### config.mk
export PLATFORM = sky130hd
export DESIGN_NAME = sensor_conditioner
export DESIGN_NICKNAME = d
export VERILOG_FILES = /design/src/rtl/sensor_pkg.sv /design/src/rtl/debounce_ch.sv /design/src/rtl/sensor_conditioner.sv
export SDC_FILE = /design/constraint.sdc
export NUM_CORES = 1
export LEC_CHECK = 0
export ABC_AREA = 1
export CAP_MARGIN = 15
export CORE_UTILIZATION = 55
export DETAILED_ROUTE_END_ITERATION = 10
export PLACE_DENSITY = 0.75
export SLEW_MARGIN = 10
export SYNTH_ARGS = -nofsm -noshare
export SYNTH_HDL_FRONTEND = slang
export SYNTH_HIERARCHICAL = 1
export SYNTH_SLANG_ARGS = --single-unit
### constraint.sdc
create_clock -name clk -period 4.5 [get_ports clk]
set_clock_uncertainty 0.1 [all_clocks]
set_input_delay 1.125 -clock clk [delete_from_list [all_inputs] [get_ports clk]]
set_output_delay 1.125 -clock clk [all_outputs]
set_load 0.01 [all_outputs]
### src/rtl/sensor_pkg.sv
// Shared sensor bit map, warm-up FSM states and the water-level plausibility rule.
// Used by sensor_conditioner and its per-channel debounce_ch.
package sensor_pkg;

  localparam int N_SENSORS = 6;

  localparam int LVL_LOW  = 0;
  localparam int LVL_MID  = 1;
  localparam int LVL_HIGH = 2;
  localparam int SOIL     = 3;
  localparam int AIR      = 4;
  localparam int TEMP     = 5;

  typedef enum logic {
    WARMUP = 1'b0,
    RUN    = 1'b1
  } cond_state_e;

  // Triple is {high, mid, low}: a wet upper probe requires every probe below it to be wet.
  function automatic logic lvl_plausible(input logic [2:0] lvl);
    return (lvl == 3'b000) || (lvl == 3'b001) || (lvl == 3'b011) || (lvl == 3'b111);
  endfunction

endpackage

### src/rtl/debounce_ch.sv
// One sensor line: 2-flop synchroniser, run-length counter and debounced stable bit.
// stable_nxt_o is the value the stable bit takes at the next edge; no backpressure.
module debounce_ch #(
  parameter int DEBOUNCE_CYCLES = 16,
  parameter int CNT_W           = $clog2(DEBOUNCE_CYCLES + 1)
) (
  input  logic clk,
  input  logic rst_n,
  input  logic raw_i,
  input  logic load_i,
  output logic stable_nxt_o
);

  localparam logic [CNT_W-1:0] CNT_LAST = CNT_W'(DEBOUNCE_CYCLES - 1);

  logic             meta_q, meta_d;
  logic             sync_q, sync_d;
  logic             stable_q, stable_d;
  logic [CNT_W-1:0] cnt_q, cnt_d;

  always_comb begin
    meta_d   = raw_i;
    sync_d   = meta_q;
    stable_d = stable_q;
    cnt_d    = cnt_q;
    if (load_i) begin
      stable_d = sync_q;
      cnt_d    = '0;
    end else if (sync_q == stable_q) begin
      cnt_d = '0;
    end else if (cnt_q == CNT_LAST) begin
      // The differing run has lasted DEBOUNCE_CYCLES cycles including this one.
      stable_d = sync_q;
      cnt_d    = '0;
    end else begin
      cnt_d = cnt_q + CNT_W'(1);
    end
  end

  always_ff @(posedge clk) begin
    if (!rst_n) begin
      meta_q   <= 1'b0;
      sync_q   <= 1'b0;
      stable_q <= 1'b0;
      cnt_q    <= '0;
    end else begin
      meta_q   <= meta_d;
      sync_q   <= sync_d;
      stable_q <= stable_d;
      cnt_q    <= cnt_d;
    end
  end

  assign stable_nxt_o = stable_d;

endmodule

### src/rtl/sensor_conditioner.sv
// Synchronise, debounce and sanity-check six sensor lines; edge-to-stable_o latency 2+DEBOUNCE_CYCLES, change_o one later.
// No backpressure. Define SENSOR_CONDITIONER_LEVEL_CHECK_EN to hold implausible level triples and drive level_fault_o.
module sensor_conditioner
  import sensor_pkg::*;
#(
  parameter int DEBOUNCE_CYCLES = 16,
  parameter int CNT_W           = $clog2(DEBOUNCE_CYCLES + 1)
) (
  input  logic       clk,
  input  logic       rst_n,
  input  logic [5:0] raw_i,
  output logic [5:0] stable_o,
  output logic       ready_o,
  output logic       change_o,
  output logic       level_fault_o
);

  // One extra bit: DEBOUNCE_CYCLES+1 does not fit CNT_W when DEBOUNCE_CYCLES+1 is a power of two.
  localparam int                WARM_W    = CNT_W + 1;
  localparam logic [WARM_W-1:0] WARM_LAST = WARM_W'(DEBOUNCE_CYCLES + 1);

  cond_state_e            state_q, state_d;
  logic [WARM_W-1:0]      wcnt_q, wcnt_d;
  logic                   ready_q, ready_d;
  logic                   warm_load;
  logic [N_SENSORS-1:0]   deb_nxt;
  logic [N_SENSORS-1:0]   stable_q, stable_d;
  logic                   upd_q, upd_d;
  logic                   change_q, change_d;

  for (genvar g = 0; g < N_SENSORS; g++) begin : g_ch
    debounce_ch #(
      .DEBOUNCE_CYCLES(DEBOUNCE_CYCLES),
      .CNT_W          (CNT_W)
    ) u_ch (
      .clk         (clk),
      .rst_n       (rst_n),
      .raw_i       (raw_i[g]),
      .load_i      (warm_load),
      .stable_nxt_o(deb_nxt[g])
    );
  end

  always_comb begin
    state_d   = state_q;
    wcnt_d    = wcnt_q;
    ready_d   = ready_q;
    warm_load = 1'b0;
    if (state_q == WARMUP) begin
      if (wcnt_q == WARM_LAST) begin
        state_d   = RUN;
        ready_d   = 1'b1;
        warm_load = 1'b1;
        wcnt_d    = '0;
      end else begin
        wcnt_d = wcnt_q + WARM_W'(1);
      end
    end
  end

`ifdef SENSOR_CONDITIONER_LEVEL_CHECK_EN
  logic fault_q, fault_d;

  always_comb begin
    stable_d = deb_nxt;
    fault_d  = 1'b0;
    if (!lvl_plausible(deb_nxt[LVL_HIGH:LVL_LOW])) begin
      stable_d[LVL_HIGH:LVL_LOW] = stable_q[LVL_HIGH:LVL_LOW];
      fault_d                    = 1'b1;
    end
    upd_d    = (state_q == RUN) && (stable_d != stable_q);
    change_d = upd_q;
  end

  always_ff @(posedge clk) begin
    if (!rst_n) begin
      fault_q <= 1'b0;
    end else begin
      fault_q <= fault_d;
    end
  end

  assign level_fault_o = fault_q;
`else
  always_comb begin
    stable_d = deb_nxt;
    upd_d    = (state_q == RUN) && (stable_d != stable_q);
    change_d = upd_q;
  end

  assign level_fault_o = 1'b0;
`endif

  always_ff @(posedge clk) begin
    if (!rst_n) begin
      state_q  <= WARMUP;
      wcnt_q   <= '0;
      ready_q  <= 1'b0;
      stable_q <= '0;
      upd_q    <= 1'b0;
      change_q <= 1'b0;
    end else begin
      state_q  <= state_d;
      wcnt_q   <= wcnt_d;
      ready_q  <= ready_d;
      stable_q <= stable_d;
      upd_q    <= upd_d;
      change_q <= change_d;
    end
  end

  assign stable_o = stable_q;
  assign ready_o  = ready_q;
  assign change_o = change_q;

endmodule

# == Word level (Yosys, flattened, before mapping) ==
# Index checks and enable logic that the tools add are counted.
# op_classes
n_addsub,7
eq_ne,14
mux,22
bitwise,2
n_reduce_logical,8
# ops
operator,count
$add A5 B1 Y5 const B,6
$eq A5 B4 Y1 const B,6
$reduce_or A4 Y1,6
$mux W1,21
$add A6 B1 Y6 const B,1
$eq A1 B1 Y1,6
$eq A6 B5 Y1 const B,1
$mux W6,1
$ne A6 B6 Y1,1
$not A1 Y1,2
$reduce_and A2 Y1,1
$logic_and A1 B1 Y1,1
# word_totals
reg_bits,64
in_bits,8
output_inout_bits,9
wordCells,83

# == Depth between registers and ports, before layout ==
# Gate-level depths: netlist of the first run.
# logic_depth
word_depth,6
depth_mapped,15
ltp_nobuf,15

# == Modules after synthesis ==
# Netlist of the first run, hierarchy kept.
# by_module_without_submodules
module,instances,cells_per_inst,area_per_inst_um2,seq_area_each_um2
debounce_ch,6,44,339.1,160.2
sensor_conditioner,1,106,729.4,320.3

# == Worst setup path after synthesis of the first run ==
# No wires, ideal clock.
# synth_timing
path_kind,register -> register
from,reg wcnt_q[0]
to,"reg upd_q, in the netlist change_d"
setup_ns,0.109
t_arrival_ns,1.713
t_required_ns,4.291
setup_slack_ns,2.578
path_stages_with_launch,13
n_path_buf,0
synth_period_minus_slack_ns,1.922
path_cell_list,dfxtp_1 > ha_1 > nand4_1 > inv_1 > nor2_4 > o21ai_0 > inv_1 > nand2_1 > nand2_1 > nor2_1 > nand3_1 > nand2_1 > inv_1
# synth_via
elab_chain_len,6
word_cells_on_any_way,11
cone_classes,eq/ne: 2; mux: 8; reduce/logical: 1
# synth_rtl
item,line,source
"start, declared",sensor_conditioner.sv:23,"logic [WARM_W-1:0] wcnt_q, wcnt_d;"
"start signal, assigned",sensor_conditioner.sv:104,wcnt_q <= wcnt_d;
$eq A6 B5 Y1,sensor_conditioner.sv:50,if (wcnt_q == WARM_LAST) begin
$mux W1,sensor_conditioner.sv:50,
$mux W1,sensor_conditioner.sv:49,if (state_q == WARMUP) begin
net warm_load,sensor_conditioner.sv:25,logic warm_load;
$mux W1,debounce_ch.sv:26,if (load_i) begin
net deb_nxt[4],sensor_conditioner.sv:26,logic [N_SENSORS-1:0] deb_nxt;
$ne A6 B6 Y1,sensor_conditioner.sv:87,upd_d = (state_q == RUN) && (stable_d != stable_q);
$logic_and A1 B1 Y1,sensor_conditioner.sv:87,
"end signal, assigned",sensor_conditioner.sv:107,upd_q <= upd_d;
"end, declared",sensor_conditioner.sv:28,"logic upd_q, upd_d;"
# The timed path passes the listed nets, and every way through them passes these cells.
# A chain may end at the register's enable or synchronous reset.

# == Worst setup path in the final report of the first run ==
# layout_timing
from,in rst_n
to,reg g_ch[5].u_ch.cnt_q[4]
# layout_via
elab_chain_len,2
# layout_rtl
item,line,source
"start, declared",sensor_conditioner.sv:10,"input logic rst_n,"
$not A1 Y1 (no source line),--,
$reduce_or A4 Y1 (no source line),--,
"end signal, assigned",debounce_ch.sv:50,cnt_q <= cnt_d;
"end, declared",debounce_ch.sv:19,"logic [CNT_W-1:0] cnt_q, cnt_d;"
# Every way passes these cells.

==> results.cfg, run 1 <==
[synth]
synthDominantCellAreaShare_pct = 46.36
syn-num-nets = 392
synth_area_um2 = 2764
ys.flop_type = dfxtp_1
ys_seq_area_share_pct = 46.36
async_flop_share_pct = 0
yosysMostFrequentCell = nand2_1
synth-edff-count = 0
ys_seq_elements = 64
synth_area_per_cell_um2 = 7.470
synth_warnings = 6
ys_top_cells_by_area = dfxtp_1 (46%), nand2_1 (13%), inv_1 (12%), nor2_1 (7.2%), ha_1 (6.3%)
synthDistinctLibCells = 21
synth_top_area_cell = dfxtp_1
netlist_instances = 370
synthTopCellsByCount = nand2_1 (96), inv_1 (86), dfxtp_1 (64), nor2_1 (53), ha_1 (14)

[routing]
dr.pass1.iters = 4
ant_nets = 0
via_per_inst = 4.617
vias = 2156
wl_per_cell_um = 9.531
drc_errors = 0
routed_wl_um = 4451
drtIter0Drc = 108

[worst_setup_path]
arrival_ns = 2.79
crit_path_end_kind = flip-flop
worst_r2r_endpoint = change_d
r2r_cells = 12
r2r_setup_slack_ns = 2.13
rr_startpoint = wcnt_q[0]
start_kind = primary input
crit_type = primary input to flip-flop
required_ns = 4.67
cp_max_fo = 22

[die]
num_rows = 25
core_area_um2 = 4786
ioPinCount = 17
die_area_um2 = 5313
die_w_um = 72.89
start_util_pct = 57.75
die-height_um = 72.89

[clock_network]
cts_buffer_depth = 2
cts_max_level = 3
clk_pin_slew_ns = 0.07
cts_tree = built
clock_sinks = 64
cts_resized = 0
cts-root-buf = clkbuf_8
post_cts_buffers = 0
cts-buffers-inserted = 9
cts-hold-fix-buffers = 0
insertion_delay_ns = 0.33

[sta]
rsz0062_at_grt = no
slew_headroom_pct = 46.69
setup_viol = 0
whs_ns = 0.3132
fin_crit_ns = 2.622
hold_viol_final = 0
slew_viol_final = 0
tns_ns = 0
fmax_mhz = 381.3
worstMarginPinSlew_ns = 0.7971
fin_crit_sh_pct = 58.28

[run]
cap_violations = 0

[pwr]
p_total_mw = 1.222
comb_power_share_pct = 2.9
internal-power_uw = 987.8
pwr-share-clk_pct = 49.5
p_leak_nw = 1.617
sw_frac_of_total_pct = 19.18
vdd_drop_max_v = 0.0002586
seqPwrFrac_pct = 47.6
p_per_area_nw_per_um2 = 376.5
switchingPower_uw = 234.5

[final_layout]
seq_area_um2 = 1281
fillers = 415
fin_nets = 417
n_antenna_cell = 0
final_layout_size_suffix_gt1_share_pct = 8.250
syn2layout_area_growth_pct = 17.47
multi_input_area_um2 = 1147

[worst_hold_path]
whs_path_depth = 2
hp-start = g_ch[3].u_ch/meta_q
hp-class = flip-flop to flip-flop
whs_endpoint = g_ch[3].u_ch/sync_q

[global_routing]
grt_pass1_wl_um = 7790
track_usage_pct = 19.72
gr-total-overflow = 0
grt_max_degree = 23
grt_pass1_vias = 1949
antenna_found_initial = 0

[placement]
portBuffers = 15
place_hpwl_um = 3146
place_congestion = 0.7762

[run_status]
status = completed
logic make-up after synthesis:
kind of cell / count (synthesis) / share of synthesized area (%)
simple gates: 182 / 29.88
buf+inv: 88 / 12.13
flops: 64 / 46.36
fa+ha+maj: 14 / 6.338
compound gates: 12 / 2.309
xor+xnor: 9 / 2.852
other cells: 1 / 0.1357
sequential cells by signal (all words and copies together), names as in the netlist:
register / count
g_ch.u_ch/sync_q: 6
change_o: 1
change_d: 1
stable_o: 6
g_ch.u_ch/stable_q: 6
g_ch.u_ch/meta_q: 6
g_ch.u_ch/cnt_q: 30
ready_o: 1
state_q: 1
wcnt_q: 6
routing by layer:
| metal | routed length [um] | GRT usage, % | vias up |
|---|---|---|---|
| li1 | - | - | 1155 |
| met1 | 1995 | 21.35 | 970 |
| met2 | 2238 | 34.37 | 23 |
| met3 | 139 | 4.972 | 8 |
| met4 | 78 | 12.42 | 0 |
| met5 | 0 | 0 | - |
power groups by stage:
stage          clock, mW  sequential [mW]  combinational (mW)
5_1_grt            0.640            0.583              0.0409
2_1_floorplan          0            0.593              0.0216
6_report           0.605            0.582              0.0354
3_5_place_dp           0            0.595              0.0355
4_1_cts            0.623            0.582              0.0357
3_3_place_gp           0            0.594              0.0341
layout by cell type, fill, tap and decap left out:
cell / n
a21oi_1: 2
buf_4: 1
bufinv_16: 3
clkbuf_8: 11
clkdlybuf4s50_1: 15
clkinv_2: 1
clkinvlp_4: 1
conb_1: 1
dfxtp_1: 64
ha_1: 14
inv_1: 86
nand2_1: 96
nand3_1: 9
nand3_2: 1
nand4_1: 8
nand4_2: 6
nor2_1: 53
nor2_2: 2
nor2_4: 6
o21ai_0: 8
o21bai_1: 1
o22ai_1: 1
or2_2: 1
xnor2_1: 7
xor2_1: 2
worst max-delay path by stage:
stage | cells past startpoint | startpoint | to | slack [ns]
after floorplan | 12 | wcnt_q[0] | change_d | 2.58
after global placement | 4 | rst_n | g_ch[2].u_ch/cnt_q[4] | 1.56
after detailed placement | 4 | rst_n | g_ch[5].u_ch/cnt_q[0] | 1.54
after CTS | 4 | rst_n | g_ch[5].u_ch/cnt_q[0] | 1.89
after global routing | 4 | rst_n | wcnt_q[1] | 1.71
final | 4 | rst_n | g_ch[5].u_ch/cnt_q[4] | 1.88
stage by stage:
stage	cells	instance area (um2)	setup slack [ns]	utilization, %
global route	467	3247	1.713	67.84
CTS	467	3247	1.893	67.84
detailed placement	451	2993	1.544	62.54
floorplan	370	2764	2.578	-
finish	467	3247	1.878	67.84
global placement	451	2993	1.565	62.54
critical path, cell delays in order:
cell	delay, ns
clkdlybuf4s50_1	0.99
buf_4	0.39
nand4_2	0.17
nor2_1	0.11
area by class of cell:
class | count | share of cell area [%]
Sequential cell | 64 | 39.46
Inverter | 86 | 9.942
Clock buffer | 11 | 4.663
Timing Repair Buffer | 16 | 4.855
Multi-Input combinational cell | 218 | 35.34
Tap cell | 67 | 2.582
Clock inverter | 5 | 3.160
No activity file was read; power rests on OpenSTA's default activity.
==> inputs of run 2 (changes only) <==
Settings changed: CORE_UTILIZATION 55 to 53.
Clock period 4.5 ns to 2.4 ns, I/O delays scaled along.
==> run 2 against run 1 <==
Compared with the run above: via count fell by 2.6%; hold slack got worse by 0.0081 ns; routed wire length fell by 0.54%; count of clock-buffer cells in the layout fell by 1; combinational power rose by 94%; critical endpoint is now change_d.
==> results.cfg, run 2 (synthesis results as in run 1) <==
[worst_hold_path]
hp-class = flip-flop to flip-flop
whs_path_depth = 2
whs_endpoint = g_ch[4].u_ch/sync_q
hp-start = g_ch[4].u_ch/meta_q

[final_layout]
final_cells = 468
fin_nets = 418
n_antenna_cell = 0
top_register = g_ch.u_ch/cnt_q
largest_reg_flops = 30
final_cell_mix = nand2_1 (96), inv_1 (86), dfxtp_1 (64)
syn2layout_area_growth_pct = 16.98
final_layout_size_suffix_gt1_share_pct = 8.479
layout_commonest_cell = nand2_1

[clock_network]
cts_tree = built
cts_buffer_depth = 2
cts_resized = 0
clock_sinks = 64
cts-root-buf = clkbuf_8
insertion_delay_ns = 0.34
clk_pin_slew_ns = 0.07
post_cts_buffers = 0
cts-hold-fix-buffers = 0
cts-buffers-inserted = 9
cts_max_level = 3

[placement]
placed_cells = 452
place_ws_ns = 0.3792
place_congestion = 0.8360
portBuffers = 15
place_hpwl_um = 3092

[die]
die_area_um2 = 5508
die-height_um = 74.22
ioPinCount = 17
die_w_um = 74.22
core_area_um2 = 4880
num_rows = 25
start_util_pct = 56.64

[routing]
dr.pass1.iters = 4
maxUsedRoutingLayer = met4
via_per_inst = 4.489
wl_met2_um = 2171
wl_met3_um = 165
drc_errors = 0
drtIter0Drc = 77
ant_nets = 0
wl_met1_um = 1996
wl_per_cell_um = 9.459
vias = 2101
routed_wl_um = 4427

[worst_setup_path]
rr_startpoint = wcnt_q[0]
crit_path_end_kind = flip-flop
r2r_cells = 13
crit_type = flip-flop to flip-flop
cp_cell_sequence = ha_1 -> nand4_1 -> inv_1 -> buf_4 -> nor2_4 -> o21ai_0 -> inv_1 -> nand2_1 -> nand2_1 -> nor2_1 -> nand3_1 -> nand2_1 -> inv_1
crit_slowest_cell = dfxtp_1
worst_r2r_endpoint = change_d
required_ns = 2.54
start_kind = flip-flop
cp_num_buf_inv = 4
arrival_ns = 2.27
cp_max_fo = 7
cp_top_family = simple AND/OR/NAND/NOR gates
cp_slowest_stage_delay_ns = 0.39
r2r_setup_slack_ns = 0.28

[sta]
whs_ns = 0.3051
fin_crit_ns = 2.125
setup_ws_ns = 0.2751
rsz0062_at_grt = no
hold_viol_final = 0
tns_ns = 0
fmax_mhz = 470.6
setup_viol = 0
slew_viol_final = 0
fin_crit_sh_pct = 88.54

[global_routing]
antenna_found_initial = 0
grt_pass1_vias = 1908
grt_pass1_wl_um = 7527
gr-total-overflow = 0
track_usage_pct = 18.69
grt_max_degree = 41

[pwr]
switchingPower_uw = 450.5
vdd_drop_max_v = 0.0004315
pwr-share-clk_pct = 46.5
comb_power_share_pct = 3.2
p_per_area_nw_per_um2 = 670.4
internal-power_mw = 1.717
seqPwrFrac_pct = 50.3
sw_frac_of_total_pct = 20.79
p_leak_nw = 1.614

[run_status]
status = completed

[run]
cap_violations = 0
[run 2: changes by cell type in the layout (fill, tap and decap cells not counted), sizes merged]
cell	previous run	this run
buf	1	2
clkbuf	11	10
bufinv	3	2
clkinv	1	3
[run 2: power by group through the flow]
stage,Clock (mW),Combinational (mW),Sequential (mW)
final,1.01,0.0687,1.09
after global routing,1.07,0.0788,1.09
after CTS,1.03,0.0695,1.09
after detailed placement,0,0.0690,1.11
after global placement,0,0.0670,1.11
after floorplan,0,0.0404,1.11
[run 2: final cells by class]
| type | count | area, um2 |
|---|---|---|
| flip-flops and latches | 64 | 1281 |
| well taps | 67 | 83.83 |
| clock inverters | 6 | 82.58 |
| inverters | 86 | 322.8 |
| fillers | 450 | 1647 |
| repair buffers | 17 | 177.7 |
| multi-input cells | 218 | 1147 |
| clock buffers | 10 | 137.6 |
[run 2: tightest hold or removal path: stages, from the launching register on]
cell,delay [ns]
dfxtp_1,0.31
nand2_1,0.05
inv_1,0.04
[run 2: how the worst max path moves through the flow]
stage | from | endpoint | slack [ns] | depth (start not counted)
5_1_grt | wcnt_q[0] | change_d | 0.09 | 13
6_report | wcnt_q[0] | change_d | 0.28 | 13
3_5_place_dp | wcnt_q[0] | change_d | 0.38 | 13
3_3_place_gp | wcnt_q[0] | change_d | 0.47 | 13
2_1_floorplan | wcnt_q[0] | change_d | 0.48 | 12
4_1_cts | wcnt_q[0] | change_d | 0.27 | 13
[run 2: through the flow]
step                utilization (%)  instance area [um2]  total power [mW]
detailed placement            61.74                 3013             1.184
global placement              61.74                 3013             1.181
finish                        66.26                 3233             2.167
CTS                           66.26                 3233             2.195
global route                  66.26                 3233             2.245
floorplan                         -                 2764             1.153
[run 2: per-layer routing]
metal / GRT usage (%) / vias to the layer above
met5: 0 / -
met4: 9.434 / 0
met3: 6.504 / 9
met2: 32.42 / 27
met1: 20.24 / 919
li1: - / 1146
==> inputs of run 3 (changes only) <==
Settings changed: GPL_ROUTABILITY_DRIVEN from default to 1.
==> results of run 3 <==
The final DEF is identical to that of run 2; final timing and power are the same.
